===== src/rtl/gyruss_lpf_pkg.sv =====
// Shared types, constants and helpers for the Gyruss low-pass scheduler.
// Latency: n/a (declarations only).
// Backpressure: n/a.
package gyruss_lpf_pkg;

   // Frame-walk states: one LATCH, four steps per channel, one DONE.
   typedef enum logic [2:0] {
      S_IDLE,
      S_LATCH,
      S_MB1,
      S_MB2,
      S_MA2,
      S_WB,
      S_DONE
   } state_t;

   // Accumulator operation for the shared MAC.
   typedef enum logic [1:0] {
      OP_HOLD,
      OP_MUL,
      OP_ADD,
      OP_SUB
   } mac_op_t;

   // Default coefficients: unity DC gain because 2*135 = 32768 - 32498.
   localparam int DEF_A2 = -32498;
   localparam int DEF_B  = 135;

   localparam logic [1:0] CFG_SEL_B1 = 2'd0;
   localparam logic [1:0] CFG_SEL_B2 = 2'd1;
   localparam logic [1:0] CFG_SEL_A2 = 2'd2;

   // Coefficients are Q2.15, so results are scaled back by 15 bits.
   localparam int SHIFT = 15;

   // Clamp a wide signed value into the 16-bit sample range.
   function automatic logic signed [15:0] sat16(input logic signed [63:0] v);
      if (v > 64'sd32767) begin
         return 16'sh7fff;
      end
      if (v < -64'sd32768) begin
         return 16'sh8000;
      end
      return v[15:0];
   endfunction

endpackage


===== src/rtl/gyruss_lpf_mac.sv =====
// Registered signed multiply-accumulate with a saturating Q15 output view.
// Latency: one cycle from op to updated accumulator; y follows acc combinationally.
// Backpressure: none; the scheduler issues at most one op per cycle.
module gyruss_lpf_mac
   import gyruss_lpf_pkg::*;
#(
   parameter int CW = 18,
   parameter int AW = 16 + CW + 3
)
(
   input  logic                 clk,
   input  logic                 reset,
   input  mac_op_t              op,
   input  logic signed [15:0]   a,
   input  logic signed [CW-1:0] b,
   output logic signed [15:0]   y
);

   logic signed [AW-1:0] acc;
   logic signed [AW-1:0] prod;

   // Full-width product; both operands sign-extended so nothing is lost.
   assign prod = AW'(a) * AW'(b);

   // Accumulator update: clear-and-load, add or subtract the product.
   always_ff @(posedge clk) begin
      if (reset) begin
         acc <= '0;
      end else begin
         case (op)
            OP_MUL:  acc <= prod;
            OP_ADD:  acc <= acc + prod;
            OP_SUB:  acc <= acc - prod;
            default: acc <= acc;
         endcase
      end
   end

   // Arithmetic shift floors toward negative infinity before clamping.
   assign y = sat16(64'(acc >>> SHIFT));

endmodule


===== src/rtl/gyruss_lpf_sched.sv =====
// Time-multiplexed first-order IIR over all sound channels on one shared MAC.
// Latency: out_valid 4*CHANNELS+1 cycles after LATCH; one frame per sample tick.
// Backpressure: none; a tick arriving mid-frame is dropped and flags overrun.
module gyruss_lpf_sched #(
   parameter int CHANNELS = 5,
   parameter int DIV      = 220,
   parameter int CW       = 18,
   parameter int DEF_A2   = gyruss_lpf_pkg::DEF_A2,
   parameter int DEF_B    = gyruss_lpf_pkg::DEF_B
)
(
   input  logic                    clk,
   input  logic                    reset,
   input  logic [16*CHANNELS-1:0]  in,
   input  logic                    cfg_we,
   input  logic [2:0]              cfg_ch,
   input  logic [1:0]              cfg_sel,
   input  logic signed [CW-1:0]    cfg_data,
   output logic [16*CHANNELS-1:0]  out,
   output logic                    out_valid,
   output logic                    busy,
   output logic                    overrun
);
   import gyruss_lpf_pkg::*;

   localparam int         CNTW = (DIV > 1) ? $clog2(DIV) : 1;
   localparam logic [2:0] LAST = 3'(CHANNELS - 1);
   localparam logic [3:0] NCH  = 4'(CHANNELS);

   state_t               state, state_n;
   logic [CNTW-1:0]      cnt;
   logic                 tick;
   logic [2:0]           ch;

   logic signed [15:0]   frame [CHANNELS];
   logic signed [15:0]   x1    [CHANNELS];
   logic signed [15:0]   y1    [CHANNELS];
   logic signed [15:0]   out_r [CHANNELS];

   logic signed [CW-1:0] act_b1 [CHANNELS];
   logic signed [CW-1:0] act_b2 [CHANNELS];
   logic signed [CW-1:0] act_a2 [CHANNELS];
   logic signed [CW-1:0] sh_b1  [CHANNELS];
   logic signed [CW-1:0] sh_b2  [CHANNELS];
   logic signed [CW-1:0] sh_a2  [CHANNELS];

   mac_op_t              mac_op;
   logic signed [15:0]   mac_a;
   logic signed [CW-1:0] mac_b;
   logic signed [15:0]   mac_y;

   assign tick = (cnt == CNTW'(DIV - 1));

   // Free-running sample-tick divider.
   always_ff @(posedge clk) begin
      if (reset || tick) begin
         cnt <= '0;
      end else begin
         cnt <= cnt + CNTW'(1);
      end
   end

   // FSM state register.
   always_ff @(posedge clk) begin
      if (reset) begin
         state <= S_IDLE;
      end else begin
         state <= state_n;
      end
   end

   // Next state, MAC operand routing and status outputs.
   always_comb begin
      state_n   = state;
      mac_op    = OP_HOLD;
      mac_a     = '0;
      mac_b     = '0;
      busy      = 1'b0;
      out_valid = 1'b0;
      case (state)
         S_IDLE: begin
            if (tick) state_n = S_LATCH;
         end
         S_LATCH: begin
            busy    = 1'b1;
            state_n = S_MB1;
         end
         S_MB1: begin
            busy    = 1'b1;
            mac_op  = OP_MUL;
            mac_a   = frame[ch];
            mac_b   = act_b1[ch];
            state_n = S_MB2;
         end
         S_MB2: begin
            busy    = 1'b1;
            mac_op  = OP_ADD;
            mac_a   = x1[ch];
            mac_b   = act_b2[ch];
            state_n = S_MA2;
         end
         S_MA2: begin
            busy    = 1'b1;
            mac_op  = OP_SUB;
            mac_a   = y1[ch];
            mac_b   = act_a2[ch];
            state_n = S_WB;
         end
         S_WB: begin
            busy    = 1'b1;
            state_n = (ch == LAST) ? S_DONE : S_MB1;
         end
         S_DONE: begin
            out_valid = 1'b1;
            // With the tightest legal DIV the next tick lands exactly here.
            state_n   = tick ? S_LATCH : S_IDLE;
         end
         default: state_n = S_IDLE;
      endcase
   end

   gyruss_lpf_mac #(
      .CW (CW)
   ) u_mac (
      .clk   (clk),
      .reset (reset),
      .op    (mac_op),
      .a     (mac_a),
      .b     (mac_b),
      .y     (mac_y)
   );

   // Coefficient banks: writes always hit shadow; LATCH publishes shadow to active.
   always_ff @(posedge clk) begin
      if (reset) begin
         for (int k = 0; k < CHANNELS; k++) begin
            sh_b1[k]  <= CW'(DEF_B);
            sh_b2[k]  <= CW'(DEF_B);
            sh_a2[k]  <= CW'(DEF_A2);
            act_b1[k] <= CW'(DEF_B);
            act_b2[k] <= CW'(DEF_B);
            act_a2[k] <= CW'(DEF_A2);
         end
      end else begin
         if (state == S_LATCH) begin
            for (int k = 0; k < CHANNELS; k++) begin
               act_b1[k] <= sh_b1[k];
               act_b2[k] <= sh_b2[k];
               act_a2[k] <= sh_a2[k];
            end
         end
         if (cfg_we && ({1'b0, cfg_ch} < NCH)) begin
            case (cfg_sel)
               CFG_SEL_B1: sh_b1[cfg_ch] <= cfg_data;
               CFG_SEL_B2: sh_b2[cfg_ch] <= cfg_data;
               CFG_SEL_A2: sh_a2[cfg_ch] <= cfg_data;
               default:    ;
            endcase
         end
      end
   end

   // Frame snapshot, channel index and per-channel history/output write-back.
   always_ff @(posedge clk) begin
      if (reset) begin
         ch <= '0;
         for (int k = 0; k < CHANNELS; k++) begin
            frame[k] <= '0;
            x1[k]    <= '0;
            y1[k]    <= '0;
            out_r[k] <= '0;
         end
      end else begin
         case (state)
            S_LATCH: begin
               ch <= '0;
               for (int k = 0; k < CHANNELS; k++) begin
                  frame[k] <= in[16*k +: 16];
               end
            end
            S_WB: begin
               out_r[ch] <= mac_y;
               y1[ch]    <= mac_y;
               x1[ch]    <= frame[ch];
               if (ch != LAST) ch <= ch + 3'd1;
            end
            default: ;
         endcase
      end
   end

   // Sticky flag for a tick that arrived while a frame was still running.
   always_ff @(posedge clk) begin
      if (reset) begin
         overrun <= 1'b0;
      end else if (tick && busy) begin
         overrun <= 1'b1;
      end
   end

   for (genvar g = 0; g < CHANNELS; g++) begin : g_out
      assign out[16*g +: 16] = out_r[g];
   end

endmodule


===== config.mk =====
export PLATFORM = sky130hd
export DESIGN_NAME = gyruss_lpf_sched
export DESIGN_NICKNAME = d
export VERILOG_FILES = /design/src/rtl/gyruss_lpf_pkg.sv /design/src/rtl/gyruss_lpf_mac.sv /design/src/rtl/gyruss_lpf_sched.sv
export SDC_FILE = /design/constraint.sdc
export NUM_CORES = 2
export LEC_CHECK = 0
export BUFFER_PORTS_ARGS = -buffer_cell sky130_fd_sc_hd__buf_2
export CELL_PAD_IN_SITES_DETAIL_PLACEMENT = 1
export CELL_PAD_IN_SITES_GLOBAL_PLACEMENT = 2
export CORE_MARGIN = 2
export CORE_UTILIZATION = 48
export CTS_CLUSTER_SIZE = 16
export DETAILED_ROUTE_END_ITERATION = 6
export HOLD_SLACK_MARGIN = 0.03
export PLACE_DENSITY = 0.89
export SYNTH_ARGS = -nofsm -noshare
export SYNTH_HDL_FRONTEND = slang
export SYNTH_SLANG_ARGS = --single-unit

===== constraint.sdc =====
create_clock -name clk -period 27.4 [get_ports clk]
set_input_delay 2.74 -clock clk [delete_from_list [all_inputs] [get_ports clk]]
set_output_delay 2.74 -clock clk [all_outputs]
set_load 0.01 [all_outputs]

==> results.txt <==
crit share post-route: 47.99%
clock sink total: 931
clk buf depth: 3
Core ar.: 108600 µm²
share of layout cells above drive strength 1: 13.77%
Netlist cell types: 77
first-pass GRT wire length: 218.0 mm
status: complete, but fails checks
CP max stage cell: dfxtp_4
WP data arrival: 13.73 ns
P_leak: 22.17 nW
Clk pwr share: 43.0%
number of hold buffers added after CTS: 0
r2r worst-path depth: 37
Compound-Gate Fraction of Synth Area: 5.374%
# nets final: 4819
I/O pin cnt: 189
number of synthesized flops with an enable pin: 876
area delta synth->final: 10.31%
Power per Cell Area: 51.33 nW/µm²
Initial Util: 48.26%
Combinational Power Share: 2.7%
final hold violation count: 0
synthesized area per cell: 12.54 µm²
mapped cell area: 52390 µm²
share of the synthesized area in the top cell type: 50.21%
Setup crit end kind: flip-flop
mux contribution to synthesized area: 7.308%
Synth area leaders: edfxtp_1, fa_1, and2_1, mux4_2, nor2_1
reg2reg end: u_mac.acc[31]$_SDFFE_PP0P_
YS warnings: 0
WP data required: 27.98 ns
largest area contributor in the netlist: edfxtp_1
Die Wd: 334.4 µm
via/cell ratio: 5.719
Fin Setup TNS: 0 ns
clock latency on the worst-skew pair: 0.71 ns
Final min period: 13.15 ns
max frequency: 0.07605 GHz
switch share: 21.34%
IO Port Bufs: 188
CTS Buf Count: 96
CP peak stage delay: 0.69 ns
sequential share of power: 54.3%
#FFs+latches synth: 931
final wirelength: 142.2 mm
largest net degree at the start of global routing: 265
Fin Hold WS: 0.4517 ns
CP Max Fanout: 42
antenna-violating nets left: 0
Iter 0 DRT Violations: 2542
post-synth net total: 4702
via count: 33090
vias in the first global route: 35770
Max-slew headroom: 15.39%
Routed WL per cell: 24.58 µm
Hold Path Stages: 1
net load switching power: 0.0006332 W
synth cell count leaders: edfxtp_1, and2_1, nor2_1
initial antenna violation count: 4
CTS root buf: clkbuf_16
Worst path most repeated cell: fa_1
Mapped Cells: 4179
drt pass-1 iters: 7
Hold Crit Class: reg2reg
Worst-Margin Slew: 1.264 ns
most numerous cell in the Yosys netlist: edfxtp_1
maximum vdd drop: 48.21 µV
Post-synth ARST share: 0%
DP HPWL: 100.1 mm
crit path kind: reg2reg
Cell Rows: 121
clock skew: 0.06898 ns
Max Cap Viol: 0
GR Util All Layers: 25.63%
Final setup viols: 0
RSZ-0062 raised after global routing: no
post-CTS setup buffers: 0
Reg clk slew, reported paths: 0.06 ns
Seq/Total Area, Yosys: 52.31%
main combinational cell family by area after synthesis: simple AND/OR/NAND/NOR gates
CP top delay family: adder cells
Int Pwr: 0.002334 W
CP endpoint: u_mac.acc[31]$_SDFFE_PP0P_
Final GP Congestion: 0.8738
CTS tree: built
Remaining DRCs: 2
# H-tree levels: 3
die area: 111800 µm²
post-synthesis simple-gate area fraction: 14.77%
critical path depth: 37
# resized after CTS: 0
GRT overflow: 0
Final Max Slew Viols: 0
Buf/Inv on CP: 7
Adder-Cell Fraction of Synth Area: 14.14%
failing checks: DRC
CP Launch Type: flip-flop
ys flop type: edfxtp_1
die height: 334.4 µm
post-synthesis xor/xnor area fraction: 1.665%
reg2reg setup slack: 14.25 ns
-- how the worst min path moves through the flow --
stage,slack [ns],start,end
2_1_floorplan,0.41,cnt[0]$_SDFF_PP0_,cnt[0]$_SDFF_PP0_
3_3_place_gp,0.43,cnt[0]$_SDFF_PP0_,cnt[0]$_SDFF_PP0_
3_5_place_dp,0.45,cnt[0]$_SDFF_PP0_,cnt[0]$_SDFF_PP0_
4_1_cts,0.45,cnt[0]$_SDFF_PP0_,cnt[0]$_SDFF_PP0_
5_1_grt,0.47,sh_a2[0][5]$_SDFFCE_PN0P_,act_a2[0][5]$_SDFFCE_PN0P_
6_report,0.45,cnt[0]$_SDFF_PP0_,cnt[0]$_SDFF_PP0_
-- area by class of cell --
type | instances | area [µm²]
clock inverter | 49 | 503.0
fill | 10960 | 50760
tap | 1414 | 1769
multi-input combinational | 2632 | 22710
timing repair buffer | 254 | 1449
antenna | 1 | 2.502
clock buffer | 124 | 2507
sequential | 931 | 27420
inverter | 381 | 1431
-- sequential cells by signal (all words and copies together) (netlist names), 8 cells and up, named ones only --
name and count:
out_r 64, x1 128, cnt 8, sh_b1 90, u_mac.acc 37, act_a2 90
y1 64, sh_b2 90, act_b2 90, frame 80, act_b1 90, sh_a2 90
-- power groups by stage --
stage               registers, W  clock network, W   logic, W
floorplan                0.00164                 0  0.0000390
global placement         0.00164                 0  0.0000774
detailed placement       0.00164                 0  0.0000798
CTS                      0.00161           0.00129  0.0000803
global route             0.00161           0.00135  0.0000848
finish                   0.00161           0.00128  0.0000795
-- per-layer routing --
layer  vias up  GRT usage, %  routed length (µm)
met5         -             0                  35
met4         4         7.246                3413
met2       946         44.54               72400
li1      14670             -                   -
met1     17250         33.87               59100
met3       224         3.273                7257
-- per-stage QoR --
step | utilization [%] | std cells | cell area, µm² | power [W] | setup slack [ns]
detailed placement | 50.47 | 5612 | 54780 | 0.001720 | 14.32
floorplan | - | 4179 | 52390 | 0.001681 | 16.17
CTS | 53.24 | 5785 | 57790 | 0.002985 | 14.30
global placement | 50.47 | 5612 | 54780 | 0.001713 | 14.69
global route | 53.24 | 5785 | 57790 | 0.003044 | 13.68
finish | 53.24 | 5786 | 57790 | 0.002967 | 14.25
-- layout by cell type (no fill, tap or decap), drive strengths merged, types with 10 or more instances in the layout --
master   Yosys  layout
a2111oi     15      15
a211oi      16      16
a21o        29      29
a21oi       96      96
a221o       17      17
a31oi       12      12
and2       480     480
and3        12      12
buf         23     254
clkbuf     212     124
clkinv       0      33
dfxtp       55      55
edfxtp     876     876
fa         292     292
ha         125     125
inv        381     385
mux2        20      20
mux2i       63      63
mux4       132     132
nand2      181     181
nand2b     122     122
nand3       26      26
nand4       10      10
nor2       425     425
nor2b       43      43
nor3        23      23
o211ai      10      10
o21a        20      20
o21ai      117     117
o21bai      11      11
o22a        10      10
or2         36      36
or3         89      89
xnor2       60      60
xor2        37      37
-- cell families (layout without fill, tap and decap cells) --
group                    count (synthesis)  after routing
other                                    0              1
multiplexers                           215            215
AO/OA/AOI/OAI                          423            423
AND/OR/NAND/NOR                       1479           1479
XOR/XNOR                                98             98
adder cells (fa/ha/maj)                417            417
flip-flops                             931            931
buffers and inverters                  616            808
No activity file was read; power rests on OpenSTA's default activity.
